File: src/rtl/pmem_arbiter.sv
// pmem_arbiter: shares one physical memory port between an I-cache and a D-cache.
// Ports: clk/reset_n (async active-low); i_pmem_* I-cache read side; d_pmem_* D-cache
// read/write side; pmem_* physical memory request/response.
// Build option: PMEM_ARB_RR_EN selects round-robin tie-breaking (default: D always wins ties).
module pmem_arbiter #(
  parameter int LINE_W = 128,
  parameter int ADDR_W = 16
) (
  input  logic              clk,
  input  logic              reset_n,
  input  logic              i_pmem_read,
  input  logic [ADDR_W-1:0] i_pmem_address,
  output logic [LINE_W-1:0] i_pmem_rdata,
  output logic              i_pmem_resp,
  input  logic              d_pmem_read,
  input  logic              d_pmem_write,
  input  logic [ADDR_W-1:0] d_pmem_address,
  input  logic [LINE_W-1:0] d_pmem_wdata,
  output logic [LINE_W-1:0] d_pmem_rdata,
  output logic              d_pmem_resp,
  output logic              pmem_read,
  output logic              pmem_write,
  output logic [ADDR_W-1:0] pmem_address,
  output logic [LINE_W-1:0] pmem_wdata,
  input  logic [LINE_W-1:0] pmem_rdata,
  input  logic              pmem_resp
);
  typedef enum logic [1:0] {IDLE, SERVE_I, SERVE_D} state_t;
  state_t state_q, state_d;
  logic read_q, read_d, write_q, write_d;
  logic [ADDR_W-1:0] addr_q, addr_d;
  logic [LINE_W-1:0] wdata_q, wdata_d;
  logic d_req, grant_d;
  assign d_req = d_pmem_read | d_pmem_write;
`ifdef PMEM_ARB_RR_EN
  // last_d_q set means D was served last, so I wins the next tie
  logic last_d_q, last_d_d;
  assign grant_d = d_req & (~i_pmem_read | ~last_d_q);
  assign last_d_d = (state_q == IDLE && (d_req || i_pmem_read)) ? grant_d : last_d_q;
  always_ff @(posedge clk or negedge reset_n)
    if (!reset_n) last_d_q <= 1'b0;
    else last_d_q <= last_d_d;
`else
  assign grant_d = d_req;
`endif
  always_comb begin
    state_d = state_q;
    read_d  = read_q;
    write_d = write_q;
    addr_d  = addr_q;
    wdata_d = wdata_q;
    if (state_q == IDLE) begin
      if (grant_d) begin
        state_d = SERVE_D;
        read_d  = d_pmem_read & ~d_pmem_write;
        write_d = d_pmem_write;
        addr_d  = d_pmem_address;
        wdata_d = d_pmem_wdata;
      end else if (i_pmem_read) begin
        state_d = SERVE_I;
        read_d  = 1'b1;
        write_d = 1'b0;
        addr_d  = i_pmem_address;
      end
    end else if (pmem_resp) begin
      state_d = IDLE;
      read_d  = 1'b0;
      write_d = 1'b0;
    end
  end
  always_ff @(posedge clk or negedge reset_n)
    if (!reset_n) begin
      state_q <= IDLE;
      read_q  <= 1'b0;
      write_q <= 1'b0;
      addr_q  <= '0;
      wdata_q <= '0;
    end else begin
      state_q <= state_d;
      read_q  <= read_d;
      write_q <= write_d;
      addr_q  <= addr_d;
      wdata_q <= wdata_d;
    end
  assign pmem_read    = read_q;
  assign pmem_write   = write_q;
  assign pmem_address = addr_q;
  assign pmem_wdata   = wdata_q;
  assign i_pmem_resp  = (state_q == SERVE_I) & pmem_resp;
  assign d_pmem_resp  = (state_q == SERVE_D) & pmem_resp;
  assign i_pmem_rdata = pmem_rdata;
  assign d_pmem_rdata = pmem_rdata;
endmodule
File: config.mk
export PLATFORM = sky130hd
export DESIGN_NAME = pmem_arbiter
export DESIGN_NICKNAME = d
export VERILOG_FILES = /design/src/rtl/pmem_arbiter.sv
export SDC_FILE = /design/constraint.sdc
export NUM_CORES = 1
export LEC_CHECK = 0
export BUFFER_PORTS_ARGS = -buffer_cell sky130_fd_sc_hd__buf_2
export CELL_PAD_IN_SITES_DETAIL_PLACEMENT = 0
export CELL_PAD_IN_SITES_GLOBAL_PLACEMENT = 2
export CORE_AREA = 2 2 271 273
export DETAILED_ROUTE_END_ITERATION = 10
export DIE_AREA = 0 0 273 275
export PLACE_DENSITY_LB_ADDON = 0.1
export SKIP_LAST_GASP = 1
export SYNTH_ARGS = -nofsm -noshare
export SYNTH_HDL_FRONTEND = slang
export SYNTH_SLANG_ARGS = --single-unit
File: constraint.sdc
create_clock -name clk -period 2.3 [get_ports clk]
set_input_delay 0.46 -clock clk [delete_from_list [all_inputs] [get_ports clk]]
set_output_delay 0.46 -clock clk [all_outputs]
set_load 0.02 [all_outputs]
### Word-level counts from Yosys, hierarchy flattened

Cells that the tools add are included.

| word-level totals | value |
|---|---|
| output and inout port bits | 404 |
| register bits | 148 |

| operators by class | value |
|---|---|
| reduce and logical (&&, ||, !) cells | 6 |
| equal/unequal tests | 3 |
| multiplexer cells | 13 |
| bitwise gates (word level) | 5 |

Operators with widths:

| operator | count |
|---|---|
| $mux W16 | 2 |
| $mux W2 | 4 |
| $mux W1 | 7 |
| $reduce_and A2 Y1 | 3 |
| $reduce_bool A2 Y1 | 2 |
| $and A1 B1 Y1 | 3 |
| $ne A3 B3 Y1 const B | 1 |
| $eq A2 B1 Y1 const B | 1 |
| $eq A2 B2 Y1 const B | 1 |
| $logic_not A2 Y1 | 1 |
| $not A1 Y1 | 1 |
| $or A1 B1 Y1 | 1 |

### Longest topological paths before layout

| logic depth | value |
|---|---|
| word-level depth | 4 |
| depth in mapped cells | 5 |

### Least setup slack after synthesis

No wires, ideal clock.

| timing path | value |
|---|---|
| path type | input to output |
| from | input pmem_resp |
| to | output d_pmem_resp |
| arrival time | 968 ps |
| slack | 872 ps |
| stages | 2 |
| path through | inv_1 -> nor3_1 |

| on the way | value |
|---|---|
| cells in the longest elaborated chain, start to end | 1 |

RTL lines:

| item | line | source |
|---|---|---|
| start: declaration | 26 | `input logic pmem_resp` |
| $and A1 B1 Y1 | 90 | `assign d_pmem_resp = (state_q == SERVE_D) & pmem_resp;` |
| end: declaration | 20 | `output logic d_pmem_resp,` |

No other way between the ends.

### Final worst setup path

| timing path | value |
|---|---|
| from | register state_q[1] |
| to | output d_pmem_resp |

| on the way | value |
|---|---|
| cells in the longest elaborated chain, start to end | 2 |

RTL lines:

| item | line | source |
|---|---|---|
| start: declaration | 29 | `state_t state_q, state_d;` |
| start signal: assignment | 79 | `state_q <= state_d;` |
| $eq A2 B2 Y1 | 90 |  |
| $and A1 B1 Y1 | 90 |  |

No other way between the ends.

==> results.ini <==
[clocking]
cts_hold_buf=1
cts_buffers=17
cts_setup_buffers=0
cts_root_buf=clkbuf_16
cts_max_level=4
worstSkewPairLatency_ns=0.48
cts_buffer_depth=2
numClockSinks=148
cts_tree=done
clk_pin_slew_ns=0.07
cts_resized=0

[global_route]
grtUsageTotal_pct=7.56
overflow=0
grt_pass1_vias=5013
grt_max_degree=47
grt_first_pass_wirelength_mm=39.1
antenna_found_initial=5

[logic_synthesis]
syn_nets=912
synthTopCellsByArea=dfrtp_1, buf_4, mux2_4, mux2_2, mux2i_1
yosys_warnings=0
synthFlopType=dfrtp_1
synth.avg_cell_area_um2=13.1
synth.most_common_cell=buf_4
synth.distinct_cells=22
yosysSeqAreaShare_pct=45.8
async_reset_ff_share_pct=100
synthTopCellsByCount=buf_4, dfrtp_1, mux2_4
yosysTopAreaCell=dfrtp_1
synth_enable_flop_cells=0
synth_area_um2=8090
synth.ff_latch_count=148
syn_inst=618
synth_top_area_share_pct=45.8

[pwr]
total_power_uw=14200
power_density_nw_per_um2=1470
vdd_drop_max_mv=0.389
p_leak_uw=0.00458

[flow_run]
drv_cap=0

[critical_path]
path_class=register to primary output
reg2reg_depth=5
critPathMaxFanout=3
arrival_ns=1.34
slowest_delay_ns=0.39
start_kind=register
timing.critical_path.depth=3
cp.required_ns=1.84
crit_slowest_cell=dfrtp_1
path_delay_family=flip-flops
crit_buf_inv=2
cp-end-kind=primary output
critical_path.cell_chain=inv_1 > nor3_1 > buf_2

[route]
dr.pass1.iters=4
wl_per_cell_um=16.9
dr_total_vias=4526
wl_mm=28.2
via_per_inst=2.72
ant_nets=0
drc=0
drt_iter0_markers=138

[status]
outcome=completed

[hold_path]
hp-class=primary input to register
min_delay_path_depth=2

[timing]
fmax_ghz=0.554
maxSlewViolCount=0
setup_viol=0
rsz0062_at_grt=false
period_minus_slack_ns=1.80
worst_slew_pin_slew_ns=0.791
whs_ns=0.200
fin_setup_tns_ns=0
finalClockSkew_ns=0.0107
hold_viol_final=0
maxSlewHeadroom_pct=47.3
min_period_over_period_pct=78.5
setup_slack_ns=0.495

[floorplan]
core_area_um2=72300
io_pins=698
rows=99
start_util_pct=11.2
die_area_um2=75100
die_h_um=275
die_w_um=273

[layout]
antenna_cells=0
syn_to_final_growth_pct=19.2
fin_util_pct=13.3
final_layout_size_suffix_gt1_share_pct=70.2
fin_nets=989

[place]
place_ws_ns=0.349
hpwl_mm=21.1
gp_congestion=0.627
port-buffer-count=313

[routing by layer]
metal  share of wire, %  wire length (µm)  global-route usage (%)  vias up
met2                 44             12300                    10.8      364
met4                3.7              1030                    4.53        4
li1                   -                 -                       -     1958
met1                 40             11400                    8.53     2117
met3                 12              3420                    4.64       83
met5              0.082                23                       0        -
[layout make-up]
| cell class | count | area, µm² |
|---|---|---|
| fillers | 8232 | 62700 |
| flip-flops and latches | 148 | 3700 |
| multi-input cells | 192 | 2290 |
| repair buffers | 333 | 1840 |
| well taps | 959 | 1200 |
| clock buffers | 18 | 439 |
| clock inverters | 14 | 168 |
| inverters | 3 | 11.3 |
[cells in the final DEF, fill, tap and decap left out, drive strengths merged]
master and instances:
clkinvlp 4, dfrtp 148, bufinv 2, clkbuf 18
or2 1, nand2b 1, a31o 1, inv 9
dlygate4sd3 1, mux2i 16, clkinv 2, mux2 128
a21oi 2, o21ai 35, nor3 4, and3 1
buf 332, nor2 2, a32o 1
[where the power goes]
group / switching [µW] / total [µW] / internal (µW) / leakage, µW
logic: 3630 / 6550 / 2920 / 0.00255
clock network: 1410 / 3070 / 1660 / 0.000286
registers: 699 / 4610 / 3910 / 0.00174
total: 5740 / 14200 / 8490 / 0.00458
[final timing paths]
| path | start | endpoint | slack, ns |
|---|---|---|---|
| setup / recovery | state_q[1] | d_pmem_resp | 0.50 |
| hold / removal | pmem_resp | state_q[1] | 0.20 |
| setup reg to reg | state_q[0] | pmem_wdata[100] | 0.59 |
| hold reg to reg | pmem_wdata[68] | pmem_wdata[68] | 0.50 |
| max in group asynchronous | reset_n | pmem_wdata[106] | 1.10 |
| min in group asynchronous | reset_n | pmem_wdata[69] | 0.56 |
[cell families after synthesis]
logic type,count (synthesis),share of synthesized area (%)
and+or+nand+nor,9,0.758
DFF,148,45.8
buffers and inverters,278,26.0
muxes,144,24.9
AOI/OAI and AO/OA,39,2.57
[state kept, by name (all words and copies together) (netlist names)]
signal / flops
pmem_address: 16
pmem_read: 1
pmem_wdata: 128
pmem_write: 1
state_q: 2
[metrics by stage]
stage          cell area, µm²  instances
2_1_floorplan            8090        618
3_3_place_gp             9030       1634
3_5_place_dp             9030       1634
4_1_cts                  9650       1667
5_1_grt                  9650       1667
6_report                 9650       1667
Note: power is estimated with default switching activity, not from simulation.
